[src/rtl/rr_mux_arbiter_pkg.sv]
// Shared types and sizing helpers for the round-robin packet arbiter.
package rr_mux_arbiter_pkg;

  typedef enum logic {
    IDLE = 1'b0,
    BUSY = 1'b1
  } arb_state_t;

  // Watchdog counter width; TIMEOUT must not exceed 2**TMO_CNT_W.
  localparam int TMO_CNT_W = 16;

  function automatic int sel_w(input int n);
    return (n > 2) ? $clog2(n) : 1;
  endfunction

endpackage

[src/rtl/rr_mux_arbiter_rr_pick.sv]
// Round-robin winner search: first requester at or after ptr, wrapping.
module rr_pick
  import rr_mux_arbiter_pkg::*;
#(
  parameter  int N     = 4,
  localparam int SEL_W = sel_w(N)
) (
  input  logic [N-1:0]     req,
  input  logic [SEL_W-1:0] ptr,
  output logic             found,
  output logic [SEL_W-1:0] idx
);

  logic [2*N-1:0] req2;
  logic [2*N-1:0] mask;
  logic [2*N-1:0] masked;

  // The doubled request vector turns the wrap-around into a linear scan.
  always_comb begin
    req2   = {req, req};
    mask   = '0;
    for (int j = 0; j < 2*N; j++) begin
      mask[j] = (j >= int'(ptr)) && (j < int'(ptr) + N);
    end
    masked = req2 & mask;
    found  = 1'b0;
    idx    = '0;
    for (int j = 2*N-1; j >= 0; j--) begin
      if (masked[j]) begin
        found = 1'b1;
        idx   = SEL_W'((j >= N) ? j - N : j);
      end
    end
  end

endmodule

[src/rtl/rr_mux_arbiter.sv]
// N:1 packet-granular round-robin arbiter driving a shared data mux, with watchdog.
module rr_mux_arbiter
  import rr_mux_arbiter_pkg::*;
#(
  parameter  int N       = 4,
  parameter  int DATA_W  = 8,
  parameter  int TIMEOUT = 16,
  localparam int SEL_W   = sel_w(N)
) (
  input  logic                clk,
  input  logic                rst_n,
  input  logic [N-1:0]        in_valid,
  input  logic [N*DATA_W-1:0] in_data,
  input  logic [N-1:0]        in_last,
  output logic [N-1:0]        in_ready,
  output logic                out_valid,
  output logic [DATA_W-1:0]   out_data,
  output logic                out_last,
  input  logic                out_ready,
  output logic [SEL_W-1:0]    sel,
  output logic                busy,
  output logic                timeout_err
);

  arb_state_t           state;
  logic [SEL_W-1:0]     ptr;
  logic [SEL_W-1:0]     next_ptr;
  logic [SEL_W-1:0]     pick_idx;
  logic                 pick_found;
  logic [TMO_CNT_W-1:0] wdog_cnt;
  logic                 owner_valid;
  logic                 owner_last;
  logic [DATA_W-1:0]    owner_data;
  logic                 xfer;
  logic                 release_last;
  logic                 wdog_fire;

  rr_pick #(.N(N)) u_pick (
    .req   (in_valid),
    .ptr   (ptr),
    .found (pick_found),
    .idx   (pick_idx)
  );

  always_comb begin
    owner_valid = 1'b0;
    owner_last  = 1'b0;
    owner_data  = '0;
    for (int i = 0; i < N; i++) begin
      if (SEL_W'(i) == sel) begin
        owner_valid = in_valid[i];
        owner_last  = in_last[i];
        owner_data  = in_data[i*DATA_W +: DATA_W];
      end
    end
  end

  assign busy      = (state == BUSY);
  assign out_valid = busy & owner_valid;
  assign out_last  = busy & owner_last;
  assign out_data  = busy ? owner_data : '0;

  always_comb begin
    in_ready = '0;
    for (int i = 0; i < N; i++) begin
      in_ready[i] = busy && out_ready && (SEL_W'(i) == sel);
    end
  end

  assign xfer         = out_valid & out_ready;
  assign release_last = xfer & out_last;
  // A last-beat transfer always wins over the watchdog since firing requires no transfer.
  assign wdog_fire    = (TIMEOUT > 0) && busy && !xfer &&
                        (wdog_cnt == TMO_CNT_W'(TIMEOUT - 1));
  assign next_ptr     = (sel == SEL_W'(N - 1)) ? '0 : sel + 1'b1;

  always_ff @(posedge clk or negedge rst_n) begin
    if (!rst_n) begin
      state       <= IDLE;
      sel         <= '0;
      ptr         <= '0;
      wdog_cnt    <= '0;
      timeout_err <= 1'b0;
    end else begin
      timeout_err <= wdog_fire;
      case (state)
        IDLE: begin
          if (pick_found) begin
            state    <= BUSY;
            sel      <= pick_idx;
            wdog_cnt <= '0;
          end
        end
        BUSY: begin
          if (release_last || wdog_fire) begin
            state    <= IDLE;
            ptr      <= next_ptr;
            wdog_cnt <= '0;
          end else if (xfer) begin
            wdog_cnt <= '0;
          end else if (TIMEOUT > 0) begin
            wdog_cnt <= wdog_cnt + 1'b1;
          end
        end
        default: state <= IDLE;
      endcase
    end
  end

endmodule
[config.mk]
export PLATFORM = sky130hd
export DESIGN_NAME = rr_mux_arbiter
export DESIGN_NICKNAME = d
export VERILOG_FILES = /design/src/rtl/rr_mux_arbiter_pkg.sv /design/src/rtl/rr_mux_arbiter_rr_pick.sv /design/src/rtl/rr_mux_arbiter.sv
export SDC_FILE = /design/constraint.sdc
export NUM_CORES = 1
export LEC_CHECK = 0
export CAP_MARGIN = 15
export CORE_MARGIN = 2
export CORE_UTILIZATION = 45
export DETAILED_ROUTE_END_ITERATION = 12
export PLACE_DENSITY = 0.91
export SYNTH_ARGS = -nofsm -noshare
export SYNTH_HDL_FRONTEND = slang
export SYNTH_SLANG_ARGS = --single-unit
[constraint.sdc]
create_clock -name clk -period 2.4 [get_ports clk]
set_input_delay 0.36 -clock clk [delete_from_list [all_inputs] [get_ports clk]]
set_output_delay 0.36 -clock clk [all_outputs]
set_load 0.01 [all_outputs]
==> results.toml, run 1 <==
[drt]
dr.pass1.iters = 4
vias_per_cell = 5.80
met2WireLength_microns = 2650
top_layer_used = "met4"
routed_wl_microns = 5200
post_drt_wl_per_cell_microns = 15.7
drtIter0Drc = 163
drc = 0
met1_length_microns = 2210
via_count = 1921
drtAntennaViolNets = 0
met3_length_microns = 233

[power_and_ir_drop]
power_density_mw_per_mm2 = 993
power_mw = 2.58
vdd_drop_max_v = 0.000640
leakagePower_nw = 1.09

[synthesis]
ys_ff_latch = 22
synth_area_sq_mm = 0.00171
syn_nets = 259
yosysTopAreaCell = "dfrtp_1"
synth-seq-area-share_pct = 32.1
synth_cells = 211
syn_area_per_cell_sq_um = 8.12
synth_top_area_share_pct = 32.1
synth_edf_count = 0
synth_common_cells = "dfrtp_1, nand2_1, a21oi_1, nor2_1, nor2b_1"
yosys_warnings = 0
yosysMostFrequentCell = "dfrtp_1"
ys_types = 45
synth-async-reset-ratio_pct = 100
yosys-top-cells-area = "dfrtp_1, a21oi_1, nand2_1"
synth_ff_type = "dfrtp_1"

[clock_tree]
clockRootBuffer = "clkbuf_8"
clk_path_buf_depth = 2
post-cts-setup-buffers = 0
cts.sinks = 22
cts_tree = "done"
clock_latency_ns = 0.28
htreeDepth = 1
cts_made_buffers = 3
postCtsHoldBufs = 0
clk_pin_slew_ns = 0.09

[critical_path]
regToRegSetupSlack_ns = 0.19
start_kind = "flip-flop"
critPathLaunch = "sel[0]$_DFFE_PN0P_"
cp_cell_sequence = "ha_2 > and2b_4 > a221oi_2 > nor3_1 > a21oi_1 > nor2_1 > clkdlybuf4s15_1"
criticalPathCategory = "reg -> out"
r2r-start = "sel[0]$_DFFE_PN0P_"
critPathArrivalTime_ns = 1.98
cp_slowest_cell = "dfrtp_1"
worstPathMaxFanout = 8
endpoint_kind = "primary output"
r2r_cells = 8
required_ns = 2.04
max_stage_delay_ns = 0.42
r2r_end = "ptr[0]$_DFFE_PN0P_"

[cells_and_area]
fin_nets = 332
antenna_cells = 0
fillers = 258
drive_gt1_share_pct = 18.0
final_cells = 331
area_growth_pct = 51.4

[floorplanning]
ios = 61
die_w_microns = 65.7
placeableCoreArea_sq_mm = 0.00366
start_util_pct = 46.8
die_area_sq_mm = 0.00432
die_h_microns = 65.7
core.rowCount = 22

[place]
place.gp.congestion = 0.902
place_inst = 327
port_buffers = 60
pre_cts_slack_ns = 0.0279
dp_hpwl_microns = 3950

[grt]
grt_pass1_wl_microns = 8220
antenna_found_initial = 0
grt_max_degree = 23
grt_pass1_vias = 1754
overflow = 0
grt_usage_pct = 24.3

[timing]
finalMaxSlewViolations = 0
slew_headroom_pct = 71.1
clock_skew_ns = 0.0135
layout_setup_ws_ns = 0.0648
hold_viol = 0
finalSetupViolCount = 0
tightest_slew_ns = 0.430
clock.fmax_mhz = 428
period_share_pct = 97.3
finalCriticalPeriod_ns = 2.34

[flow_run]
drv_cap = 0

[min_path]
hold_path_class = "in -> async"

[status]
status = "completed"
-- worst max-delay path, delay by kind of cell, from the launching register on --
family / cells / cell delay [ns]
adder cells (fa/ha/maj): 1 / 0.21
flip-flops: 1 / 0.42
buffers and inverters: 1 / 0.24
AO/OA/AOI/OAI: 2 / 0.16
AND/OR/NAND/NOR: 3 / 0.68
-- kinds of logic after synthesis --
group | Yosys count | share of synthesized area, %
buffers and inverters | 19 | 5.11
AO/OA/AOI/OAI | 59 | 24.0
AND/OR/NAND/NOR | 100 | 31.2
multiplexers | 3 | 2.34
XOR/XNOR | 3 | 1.53
flip-flops | 22 | 32.1
adder cells (fa/ha/maj) | 5 | 3.65
-- power breakdown --
part | leakage, nW | total, mW | switching (mW) | internal [mW]
registers | 0.291 | 0.522 | 0.0854 | 0.437
clock network | 0.0357 | 0.354 | 0.131 | 0.223
logic | 0.763 | 1.70 | 0.854 | 0.846
total | 1.09 | 2.58 | 1.07 | 1.51
-- sequential cells by signal, indices dropped and copies added, names as in the netlist --
register,count
sel,2
wdog_cnt,16
timeout_err,1
ptr,2
busy,1
-- through the flow --
| stage | TNS (ns) | utilization (%) | hold slack, ns | area (sq um) |
|---|---|---|---|---|
| 2_1_floorplan | 0 | - | 0.0644 | 1710 |
| 3_3_place_gp | 0 | 67.1 | 0.542 | 2460 |
| 3_5_place_dp | 0 | 67.1 | 0.554 | 2460 |
| 4_1_cts | 0 | 69.2 | 0.437 | 2530 |
| 5_1_grt | -0.0134 | 70.9 | 0.446 | 2590 |
| 6_report | 0 | 70.9 | 0.423 | 2590 |
-- timing repair --
item / CTS / global route
hold endpoints to repair: 0 / 0
endpoints found under the setup margin: 11 / 11
gates resized for setup: 16 / 21
pin swaps: 0 / 1
gates cloned: 0 / 0
-- cell type report --
cell class	instances	area, sq um	area share [%]
Clock buffer	3	41.3	1.59
Tap cell	48	60.1	2.31
Inverter	9	33.8	1.30
Multi-Input combinational cell	170	1160	44.6
Sequential cell	22	551	21.2
Timing Repair Buffer	78	721	27.8
Clock inverter	1	30.0	1.16
-- worst max path at each step --
stage	end	slack, ns
floorplan	ptr[0]$_DFFE_PN0P_	0.41
global placement	out_data[3]	0.08
detailed placement	out_data[3]	0.03
CTS	out_data[6]	0.004
global route	out_data[0]	-0.01
finish	out_data[0]	0.06
-- cells in the final DEF (no fill, tap or decap), types with 3 or more instances in the layout --
cell type / instances
clkdlybuf4s50_1: 50
dfrtp_1: 22
nand2_1: 21
buf_4: 18
nor2_1: 16
a21oi_1: 16
nor2b_1: 11
o21ai_0: 9
nor3_1: 8
a221oi_2: 8
inv_1: 7
nand3_1: 7
o21ai_1: 6
nor3b_1: 5
nor4_1: 5
nand4_1: 5
and3_1: 5
a211oi_1: 4
or3_1: 4
clkdlybuf4s15_1: 4
dlygate4sd2_1: 4
nor3_2: 3
and2_1: 3
a31oi_1: 3
ha_2: 3
clkbuf_8: 3
-- metal layers --
metal / up-vias / track usage [%]
met5: - / 0
met4: 0 / 8.33
met3: 14 / 3.77
met2: 64 / 38.9
met1: 920 / 33.2
li1: 923 / -
(Power assumes the default switching activity.)
==> run 2, diff against run 1 <==
--- a/config.mk
+++ b/config.mk
@@ -10,6 +10,7 @@
 export CORE_UTILIZATION = 45
 export DETAILED_ROUTE_END_ITERATION = 12
 export PLACE_DENSITY = 0.91
+export SETUP_SLACK_MARGIN = 0.4
 export SYNTH_ARGS = -nofsm -noshare
 export SYNTH_HDL_FRONTEND = slang
 export SYNTH_SLANG_ARGS = --single-unit
==> run 2 against run 1 <==
Against the previous run:
- final area rose by 8.8%
- critical path depth rose by 1
- non-clock buffer count rose by 13
- sequential power rose by 2%
- combinational power rose by 29%
- final cell count rose by 3.9%
- register-to-register slack got worse by 0.04 ns
- power rose by 20%
- clock power rose by 1%
- largest cell class unchanged
- largest power group unchanged
==> results.toml, run 2 (synthesis results as in run 1) <==
[timing]
rsz0062_at_grt = "yes"
tns_ns = 0
hold_viol = 0
hold_ws_ns = 0.422
clock.fmax_mhz = 433
finalMaxSlewViolations = 0
period_share_pct = 96.3
slew_headroom_pct = 65.3
tightest_slew_ns = 0.516
clock_skew_ns = 0.00987
finalSetupViolCount = 0
finalCriticalPeriod_ns = 2.31

[power_and_ir_drop]
vdd_drop_max_v = 0.000765
power_density_mw_per_mm2 = 1100
leakagePower_nw = 1.20
power_mw = 3.09

[floorplanning]
ios = 61
die_w_microns = 65.7
placeableCoreArea_sq_mm = 0.00366
die_area_sq_mm = 0.00432
die_h_microns = 65.7
start_util_pct = 46.8
core.rowCount = 22

[cells_and_area]
regMostFlops = "wdog_cnt"
largestRegisters = "wdog_cnt: 16 flops, ptr: 2 flops, sel: 2 flops"
fin_nets = 345
largest_register_ffs = 16
mostFrequentLayoutCells = "clkdlybuf4s50_1, nand2_1, dfrtp_1, buf_4"
drive_gt1_share_pct = 29.1
antenna_cells = 0
fin_util_pct = 77.1
area_growth_pct = 64.7
final_common_cell = "clkdlybuf4s50_1"

[critical_path]
cp_cell_sequence = "inv_2 > ha_4 > and2b_4 > a221oi_2 > nor3_2 > a21oi_1 > nor2_1 > buf_2"
criticalPathCategory = "reg -> out"
endpoint_kind = "primary output"
max_stage_delay_ns = 0.42
worstPathMaxFanout = 8
crit_family = "compound AO/OA/AOI/OAI gates"
start_kind = "flip-flop"
cp_slowest_cell = "dfrtp_1"
cp_num_buf_inv = 2
critPathArrivalTime_ns = 1.95
required_ns = 2.04

[place]
place.gp.congestion = 0.902
port_buffers = 60
dp_hpwl_microns = 3950

[grt]
grt_pass1_vias = 1853
grtUsageMet3_pct = 4.45
grt_pass1_wl_microns = 9090
antenna_found_initial = 0
overflow = 0
grt_max_degree = 23
met1_usage_pct = 34.3
grt_usage_pct = 27.2
grt_use_met2_pct = 45.8
busiest_layer = "met2"

[clock_tree]
cts.sinks = 22
cts_tree = "done"
htreeDepth = 1
cts_made_buffers = 3
clockRootBuffer = "clkbuf_8"
clk_pin_slew_ns = 0.09
postCtsHoldBufs = 0
clock_latency_ns = 0.28
clk_path_buf_depth = 2

[min_path]
hold_path_class = "in -> async"

[drt]
drtIter0Drc = 271
routed_wl_microns = 6780
vias_per_cell = 6.37
drc = 0
dr.pass1.iters = 11
drtAntennaViolNets = 0
via_count = 2190
post_drt_wl_per_cell_microns = 19.7

[flow_run]
drv_cap = 0

[status]
status = "completed"
## run 2: final timing paths
kind                                    startpoint                 endpoint  slack (ns)  depth (start not counted)
setup / recovery                sel[1]$_DFFE_PN0P_              out_data[6]        0.09                          8
hold / removal                               rst_n  wdog_cnt[7]$_DFFE_PN0P_        0.42                          2
setup reg to reg                sel[1]$_DFFE_PN0P_       ptr[0]$_DFFE_PN0P_        0.15                          9
hold reg to reg            wdog_cnt[0]$_DFFE_PN0P_  wdog_cnt[0]$_DFFE_PN0P_        0.57                          1
max in group asynchronous                    rst_n       sel[0]$_DFFE_PN0P_        1.72                          2
min in group clk           wdog_cnt[0]$_DFFE_PN0P_  wdog_cnt[0]$_DFFE_PN0P_        0.57                          1
## run 2: final cells by class
cell class / count / area (sq um)
Clock buffer: 3 / 41.3
Clock inverter: 1 / 30.0
Fill cell: 209 / 837
Inverter: 9 / 33.8
Multi-Input combinational cell: 170 / 1280
Sequential cell: 22 / 552
Tap cell: 48 / 60.1
Timing Repair Buffer: 91 / 822
## run 2: power breakdown
group | leakage (nW) | switching [mW] | internal (mW)
registers | 0.290 | 0.0947 | 0.438
logic | 0.874 | 1.10 | 1.10
clock network | 0.0357 | 0.135 | 0.223
## run 2: worst reg2reg max path: stages, from the launching register on
cell,delay [ns]
dfrtp_1,0.40
inv_2,0.09
ha_4,0.18
buf_6,0.12
nand3b_1,0.18
a211o_2,0.35
buf_6,0.14
o21ai_4,0.20
o21a_4,0.18
mux2_4,0.30
## run 2: layer usage
metal	routed length (microns)	part of all wire, %	vias to the layer above
met5	0	0	-
met4	379	5.6	0
met3	517	7.6	46
met2	3460	51	159
met1	2420	36	1031
li1	-	-	954
## run 2: timing repair
action / 4_1_cts / 5_1_grt
cloned: 0 / 1
buffers inserted: 5 / 7
setup endpoints to repair: 30 / 29
gates resized for setup: 75 / 28
pin swaps: 8 / 21
## run 2: through the flow
stage	instance area, sq um	worst slack, ns	cells
after floorplan	1710	0.407	211
after global placement	2460	0.0792	327
after detailed placement	2460	0.0279	327
after CTS	2650	0.232	336
after global routing	2820	-0.0125	344
final	2820	0.0881	344
==> run 3, diff against run 2 <==
--- a/config.mk
+++ b/config.mk
@@ -6,7 +6,7 @@
 export NUM_CORES = 1
 export LEC_CHECK = 0
 export CAP_MARGIN = 15
-export CORE_MARGIN = 2
+export CORE_MARGIN = 10
 export CORE_UTILIZATION = 45
 export DETAILED_ROUTE_END_ITERATION = 12
 export PLACE_DENSITY = 0.91
==> run 3 against run 2 <==
Against the previous run:
- first-iteration DRC count increased by 23%
- sequential power about the same
- highest routed layer unchanged
- hold slack improved by 0.012 ns
- fmax decreased by 1.3%
- via count increased by 0.18%
- clock power about the same
- sequential share of layout area decreased by 0.69 points
- clock-buffer cell count unchanged
- critical path depth unchanged
- largest cell class unchanged
==> results.toml, run 3 (synthesis results as in run 1) <==
[drt]
routed_wl_microns = 7760
drtIter0Drc = 332
drc = 0
drtAntennaViolNets = 0
via_count = 2194
post_drt_wl_per_cell_microns = 22.3
dr.pass1.iters = 5
vias_per_cell = 6.30

[place]
place.gp.congestion = 0.876
place_inst = 324
port_buffers = 60
dp_hpwl_microns = 4340
placed_area_sq_mm = 0.00245

[critical_path]
critPathLaunch = "sel[0]$_DFFE_PN0P_"
critPathArrivalTime_ns = 1.98
criticalPathCategory = "reg -> out"
start_kind = "flip-flop"
worstPathMaxFanout = 8
r2r-start = "sel[0]$_DFFE_PN0P_"
endpoint_kind = "primary output"
required_ns = 2.04

[floorplanning]
die_w_microns = 81.7
ios = 61
start_util_pct = 46.8
placeableCoreArea_sq_mm = 0.00366
die_h_microns = 81.7
core.rowCount = 22
die_area_sq_mm = 0.00668

[power_and_ir_drop]
vdd_drop_max_v = 0.000757
power_density_mw_per_mm2 = 1120
leakagePower_nw = 1.24

[timing]
finalMaxSlewViolations = 0
finalSetupViolCount = 0
clock.fmax_mhz = 427
clock_skew_ns = 0.0114
finalCriticalPeriod_ns = 2.34
hold_viol = 0
tightest_slew_ns = 0.562
period_share_pct = 97.6
hold_ws_ns = 0.434
slew_headroom_pct = 62.2
rsz0062_at_grt = "yes"

[clock_tree]
cts_made_buffers = 3
clk_path_buf_depth = 2
htreeDepth = 1
cts.sinks = 22
clock_latency_ns = 0.28
cts_tree = "done"
clockRootBuffer = "clkbuf_8"
clk_pin_slew_ns = 0.09

[grt]
overflow = 0
grt_pass1_vias = 2031
grt_max_degree = 23
grt_pass1_wl_microns = 9820
grt_usage_pct = 18.5
antenna_found_initial = 0

[cells_and_area]
final_common_cell = "clkdlybuf4s50_1"
final_area_sq_mm = 0.00292
largest_register_ffs = 16
area_growth_pct = 70.4
drive_gt1_share_pct = 33.0
antenna_cells = 0
fin_nets = 349
fin_util_pct = 79.8
mostFrequentLayoutCells = "clkdlybuf4s50_1, dfrtp_1, nand2_1, buf_6, buf_4"
final_cells = 348
regMostFlops = "wdog_cnt"
largestRegisters = "wdog_cnt: 16 flops, ptr: 2 flops, sel: 2 flops"

[min_path]
hold_path_class = "in -> async"

[flow_run]
drv_cap = 0

[status]
status = "completed"
-- run 3: worst max-delay path, cell delays in order, from the launching register on --
cell      delay (ns)
dfrtp_1         0.42
buf_6           0.15
ha_4            0.16
and2b_4         0.35
a221oi_2        0.08
nor3_1          0.21
a21oi_1         0.07
nor2_1          0.12
buf_2           0.16
-- run 3: final timing paths --
kind / to / cells after the start / slack, ns
max: out_data[4] / 8 / 0.06
min: wdog_cnt[7]$_DFFE_PN0P_ / 2 / 0.43
max reg2reg: wdog_cnt[10]$_DFFE_PN0P_ / 11 / 0.06
min reg2reg: wdog_cnt[14]$_DFFE_PN0P_ / 2 / 0.59
max in group asynchronous: wdog_cnt[5]$_DFFE_PN0P_ / 2 / 1.73
min in group clk: wdog_cnt[14]$_DFFE_PN0P_ / 2 / 0.59
-- run 3: report_power, final --
group / leakage, nW / internal (mW) / total [mW] / switching, mW
combinational: 0.913 / 1.20 / 2.39 / 1.19
clock: 0.0357 / 0.223 / 0.358 / 0.134
sequential: 0.291 / 0.437 / 0.531 / 0.0943
total: 1.24 / 1.86 / 3.28 / 1.42
-- run 3: per-stage QoR --
stage | setup TNS (ns) | power, mW | setup WS, ns
after floorplan | 0 | 1.46 | 0.407
after global placement | 0 | 2.17 | 0.0614
after detailed placement | 0 | 2.22 | 0.00944
after CTS | 0 | 2.90 | 0.173
after global routing | -0.0578 | 3.42 | -0.0349
final | 0 | 3.28 | 0.0567
-- run 3: layout make-up --
type	count	area, sq um
sequential	22	551
multi-input combinational	170	1320
timing repair buffer	95	887
clock buffer	3	41.3
clock inverter	1	30.0
inverter	9	36.3
fill	211	741
tap	48	60.1
-- run 3: what timing repair did --
item | CTS | global route
setup buffers | 12 | 7
gates resized for setup | 99 | 27
hold endpoints to repair | 0 | 0
endpoints found under the setup margin | 34 | 32
hold buffers | 0 | 0
gates cloned | 1 | 0
pin swaps | 17 | 21
-- run 3: per-layer routing --
layer	vias up	part of all wire (%)	wire length (microns)	global-route usage (%)
met5	-	0	0	0
met4	0	5.4	420	7.65
met3	47	6.6	510	2.51
met2	149	53	4130	34.6
met1	1041	35	2700	20.3
li1	957	-	-	-
==> variant 1: new RTL, flow settings as in run 2 <==
Remove the register `timeout_err`: a continuous assignment takes its place, so the output `timeout_err` follows one clock earlier.
--- a/src/rtl/rr_mux_arbiter.sv
+++ b/src/rtl/rr_mux_arbiter.sv
@@ -81,7 +81,5 @@
       ptr         <= '0;
       wdog_cnt    <= '0;
-      timeout_err <= 1'b0;
     end else begin
-      timeout_err <= wdog_fire;
       case (state)
         IDLE: begin
@@ -108,3 +106,5 @@
   end
 
+  assign timeout_err = wdog_fire;
+
 endmodule
Formal check against the unedited RTL: same outputs for any inputs over 10 cycles, from zero or initial values and one cycle with rst_n low; that may be too few to reach the edited logic, so the function may still have changed.
==> variant 1 against run 2 <==
  * The run now ends with negative setup slack left
  * Power rose by 19%
  * Largest cell class unchanged
  * Design area rose by 14%
  * Synthesized cell count fell by 5.2%
  * Fmax fell by 12%
  * Critical endpoint is now timeout_err
  * Setup slack got worse by 300 ps
  * Synthesized area fell by 4.4%
  * Clock power fell by 47%
  * Combinational power rose by 34%
  * Wire length rose by 45%
  * Sequential cell count fell by 1
  * Global-route usage rose by 6.2 points
  * Cell count rose by 0.29%
  * Count of clock-buffer cells in the layout rose by 1
  * Sequential power rose by 4.7%
  * Largest power group unchanged
==> variant 1: results (changes against run 2) <==
[worst_hold_path]
min-delay-path-class = in2async  ; unchanged

[global_route]
global_route_wire_length_before_repair_mm = 10.8  ; was 9.09 mm
grt_pass1_vias = 2184  ; was 1853
grtUsageMet1_pct = 39.5  ; was 34.3%
gr-usage-met2_pct = 59.8  ; was 45.8%
grt.met3_usage_pct = 5.63  ; was 4.45%
maximum_number_of_pins_on_one_net_before_global_route_repair = 22  ; was 23
global_route.usage.total_pct = 33.5  ; was 27.2%

[detailed_routing]
routed_wire_length_per_instance_um = 28.5  ; was 19.7 um
drtPass1Iterations = 6  ; was 11
vias_per_cell = 7.28  ; was 6.37
drtIter0Drc = 381  ; was 271

[power_and_ir_drop]
power_leakage_nw = 1.33  ; was 1.20 nW
ir_worst_vdd_mv = 0.857  ; was 0.765 mV

[synthesis]
synth.yosys.seq_area_share_pct = 32.1  ; about the same
synth_top_cells_by_area = sky130_fd_sc_hd__dfrtp_1 32%, sky130_fd_sc_hd__a21oi_1 4.9%, sky130_fd_sc_hd__nand2_1 4.4%, sky130_fd_sc_hd__a221oi_1 4.3%, sky130_fd_sc_hd__ha_1 3.8%  ; was sky130_fd_sc_hd__dfrtp_1 32%, sky130_fd_sc_hd__a21oi_1 4.7%, sky130_fd_sc_hd__nand2_1 4.6%, sky130_fd_sc_hd__a221oi_1 4.1%, sky130_fd_sc_hd__nor2b_1 4.0%
synth.cells.most_frequent = 21 x sky130_fd_sc_hd__dfrtp_1, 19 x sky130_fd_sc_hd__nand2_1, 16 x sky130_fd_sc_hd__a21oi_1  ; was 22 x sky130_fd_sc_hd__dfrtp_1, 21 x sky130_fd_sc_hd__nand2_1, 16 x sky130_fd_sc_hd__a21oi_1, 16 x sky130_fd_sc_hd__nor2_1, 11 x sky130_fd_sc_hd__nor2b_1
syn_nets = 248  ; was 259
synth.distinct_cells = 44  ; was 45

[placement]
preCtsSetupSlack_ps = -162  ; was 27.9 ps
placed_area_um2 = 2410  ; was 2460 um2
io_buffer_count = 60  ; unchanged
place.gp.congestion = 0.940  ; was 0.902
dp.final_hpwl_mm = 3.98  ; was 3.95 mm

[layout]
nNetsFinal = 348  ; was 345
fill_cells = 93  ; was 209
drive_gt1_share_pct = 45.5  ; was 29.1%

[cts]
clk_root_buffer_cell = sky130_fd_sc_hd__clkbuf_4  ; was sky130_fd_sc_hd__clkbuf_8
cts.clk_slew.worst_paths_ps = 140  ; was 90 ps
clock_latency_at_the_later_pin_of_the_worst_skew_pair_ps = 330  ; was 280 ps

[worst_setup_path]
timing.critical_path.arrival_ps = 2260  ; was 1950 ps
timing.critical_path.fanout_max = 5  ; was 8
ff2ff_setup_slack_ps = -10  ; was 150 ps

[timing]
slew-limit-headroom_pct = 70.1  ; was 65.3%
fin_tns_setup_ps = -409  ; was 0 ps
worst_slack_ps = -216  ; was 88.1 ps
setup_viol_count_final = 7  ; was 0
hold_slack_ps = 357  ; was 422 ps
finClkSkew_ps = 11.1  ; was 9.87 ps

[run_status]
violated_checks = negative setup slack
outcome = complete, but fails checks  ; was finished clean

variant 1: cell count changes in the layout (fill, tap and decap cells not counted), sizes merged, moves of 3 or more:
cell           run 2  this run
and4               1         4
xnor2              1         4
buf               40        56
nor2              16        13
clkbuf             4         7
and3               5         9
or3                4         1
variant 1: per-stage QoR:
stage,util (%),cells
final,93.8,345
after global routing,93.8,345
after CTS,78.1,332
after detailed placement,70.5,316
after global placement,70.5,316
after floorplan,-,200
variant 1: repair_timing:
item / in CTS / in global routing
pin swaps: 26 / 26
resized for setup: 95 / 84
hold buffers: 0 / 0
setup endpoints to repair: 34 / 34
setup buffers: 12 / 8
gates cloned: 0 / 5
variant 1: per-layer routing:
layer	wire length, um	vias up
li1	-	944
met2	4490	300
met4	897	0
met5	0	-
met3	1240	106
met1	3220	1163
variant 1: path summary, 6_finish.rpt:
kind,cells past startpoint,from,to
min in group clk,1,wdog_cnt[0]$_DFFE_PN0P_,wdog_cnt[0]$_DFFE_PN0P_
setup reg to reg,9,sel[0]$_DFFE_PN0P_,ptr[0]$_DFFE_PN0P_
hold / removal,2,rst_n,wdog_cnt[0]$_DFFE_PN0P_
hold reg to reg,1,wdog_cnt[0]$_DFFE_PN0P_,wdog_cnt[0]$_DFFE_PN0P_
max in group asynchronous,2,rst_n,sel[0]$_DFFE_PN0P_
setup / recovery,8,sel[0]$_DFFE_PN0P_,timeout_err
variant 1: logic make-up after synthesis:
group                      after synthesis  share of synthesized area, %
AOI/OAI and AO/OA                       55                          22.6
xor gates and xnor gates                 6                          3.21
adders and majority gates                5                          3.82
buffers and inverters                   18                          5.42
DFF                                     21                          32.1
muxes                                    3                          1.98
and+or+nand+nor                         92                          30.9
variant 1: final cells by class:
class	instances	area share (%)
flip-flops and latches	21	16.4
well taps	46	1.80
inverters	7	0.820
multi-input cells	162	47.4
clock buffers	4	0.820
repair buffers	105	32.7
variant 1: power by group:
part | leakage [nW] | total (W) | switching [W] | internal [W]
logic | 1.04 | 0.00294 | 0.00147 | 0.00147
registers | 0.275 | 0.000558 | 0.000131 | 0.000427
clock network | 0.0150 | 0.000191 | 0.000126 | 0.0000653
variant 1: worst max-delay path, cell delays in order, from the launching register on:
cell                       delay (ps)
sky130_fd_sc_hd__dfrtp_2          490
sky130_fd_sc_hd__buf_6            150
sky130_fd_sc_hd__ha_4             180
sky130_fd_sc_hd__buf_6            130
sky130_fd_sc_hd__a211oi_4         270
sky130_fd_sc_hd__a211o_2          240
sky130_fd_sc_hd__o21ai_2           90
sky130_fd_sc_hd__nor2_1           190
sky130_fd_sc_hd__buf_2            190
==> variant 2: new RTL, flow settings as in run 2 <==
Made on the original files. `TIMEOUT`: 16 -> 12.
--- a/src/rtl/rr_mux_arbiter.sv
+++ b/src/rtl/rr_mux_arbiter.sv
@@ -5,5 +5,5 @@
   parameter  int N       = 4,
   parameter  int DATA_W  = 8,
-  parameter  int TIMEOUT = 16,
+  parameter  int TIMEOUT = 12,
   localparam int SEL_W   = sel_w(N)
 ) (
Check against the original RTL: no difference found for any inputs over 10 cycles, from zero or initial values and one cycle with rst_n low; that may be too few to reach the edited logic, so the function may still have changed.
==> variant 2 against run 2 <==
  * The flow now finishes with violations (negative setup slack)
  * Synthesized area down 3.0%
  * Largest cell class unchanged
  * Setup slack got worse by 99 ps
  * Sequential share of layout area shrank 0.68 points
  * Largest power group unchanged
  * Sequential cell count did not move
  * Critical path depth increased by 2
  * Design area rose by 3.6%
  * Hold slack gained 14 ps
  * Power increased by 9.1%
  * Count of clock-buffer cells in the layout is the same
  * Wire length increased by 16%
  * Non-clock buffer count is the same
  * Clock skew shrank 7.5 ps
  * Core utilization rose by 4.0 points
==> variant 2: results (changes against run 2) <==
[run_status]
outcome = complete, but fails checks  ; was finished clean
violated_checks = negative setup slack

[global_route]
global_route.usage.total_pct = 31.0  ; was 27.2%
global_route_wire_length_before_repair_mm = 9.93  ; was 9.09 mm
grt_pass1_vias = 2071  ; was 1853

[worst_setup_path]
timing.critical_path.arrival_ps = 2050  ; was 1950 ps
timing.critical_path.fanout_max = 5  ; was 8

[layout]
nNetsFinal = 335  ; was 345
drive_gt1_share_pct = 35.4  ; was 29.1%

[synthesis]
synth_top_cells_by_area = sky130_fd_sc_hd__dfrtp_1 33%, sky130_fd_sc_hd__a21oi_1 5.1%, sky130_fd_sc_hd__a221oi_1 4.2%, sky130_fd_sc_hd__nor2_1 4.1%, sky130_fd_sc_hd__nand2_1 3.8%  ; was sky130_fd_sc_hd__dfrtp_1 32%, sky130_fd_sc_hd__a21oi_1 4.7%, sky130_fd_sc_hd__nand2_1 4.6%, sky130_fd_sc_hd__a221oi_1 4.1%, sky130_fd_sc_hd__nor2b_1 4.0%
synth.yosys.seq_area_share_pct = 33.1  ; was 32.1%

[timing]
worst-slew-pin-transition_ps = 496  ; was 516 ps
fin_tns_setup_ps = -11.3  ; was 0 ps
setup_viol_count_final = 1  ; was 0
finClkSkew_ps = 2.39  ; was 9.87 ps
worst_slack_ps = -11.3  ; was 88.1 ps

[detailed_routing]
vias_per_cell = 6.56  ; was 6.37
drtPass1Iterations = 5  ; was 11
routed_wire_length_per_instance_um = 23.6  ; was 19.7 um

[placement]
dp_cells = 312  ; was 327
dp.final_hpwl_mm = 3.55  ; was 3.95 mm
place.gp.congestion = 0.801  ; was 0.902

[power_and_ir_drop]
ir_worst_vdd_mv = 0.655  ; was 0.765 mV
power_leakage_nw = 1.24  ; was 1.20 nW

[cts]
cts.clk_slew.worst_paths_ps = 70  ; was 90 ps

variant 2: cell types whose count changed after synthesis, sizes merged, moves of 3 or more:
cell | before | now
nor2 | 16 | 19
nand2 | 21 | 17
a31oi | 3 | 7
inv | 9 | 6
or3 | 4 | 1
o21ai | 16 | 10
a41oi | 0 | 4
variant 2: power by group:
part | switching [W] | internal [W]
combinational | 0.00133 | 0.00124
sequential | 0.000122 | 0.000451
clock | 0.000112 | 0.000112
total | 0.00157 | 0.00181
variant 2: metrics by stage:
stage	cell area (um2)	worst slack, ps
floorplan	1660	425
CTS	2770	195
detailed placement	2390	-111
finish	2930	-11.3
global placement	2390	-21.6
global route	2930	-136
variant 2: worst max-delay path, delay by kind of cell, from the launching register on:
family,cells,cell delay (ps)
buf+inv,4,540
compound gates,2,460
flops,1,410
simple gates,3,210
fa+ha+maj,1,160
variant 2: worst paths after layout:
check / from / to / slack, ps / depth (start not counted)
worst min-delay path: rst_n / wdog_cnt[10]$_DFFE_PN0P_ / 440 / 2
worst max register to register: sel[1]$_DFFE_PN0P_ / ptr[1]$_DFFE_PN0P_ / 60 / 9
worst min register to register: wdog_cnt[12]$_DFFE_PN0P_ / wdog_cnt[12]$_DFFE_PN0P_ / 560 / 1
min in group clk: wdog_cnt[12]$_DFFE_PN0P_ / wdog_cnt[12]$_DFFE_PN0P_ / 560 / 1
worst max-delay path: sel[1]$_DFFE_PN0P_ / out_data[5] / -10 / 10
max in group asynchronous: rst_n / sel[0]$_DFFE_PN0P_ / 1720 / 2
variant 2: logic make-up after synthesis:
logic type	Yosys count	share of synthesized area, %
simple gates	90	29.6
compound gates	58	24.2
flops	22	33.1
buf+inv	17	5.12
fa+ha+maj	5	3.76
mux	4	2.63
xor+xnor	3	1.58
variant 2: what timing repair did:
item | CTS | global route
buffers inserted | 12 | 1
gates cloned | 4 | 1
endpoints found under the setup margin | 29 | 31
pin swaps | 25 | 20
resized for setup | 85 | 35
variant 2: final cells by class:
type / instances / share of cell area [%]
clock buffer: 3 / 1.41
inverter: 6 / 0.770
multi-input combinational: 163 / 46.9
sequential: 22 / 18.9
tap: 48 / 2.05
timing repair buffer: 91 / 30.0
variant 2: layer usage:
metal / track usage [%] / vias to the layer above / part of all wire [%] / routed length [um]
met3: 5.73 / 64 / 9.7 / 759
met2: 57.0 / 187 / 47 / 3710
li1: - / 922 / - / -
met4: 19.1 / 0 / 9.0 / 709
met5: 0 / - / 0 / 0
met1: 32.3 / 1010 / 34 / 2670
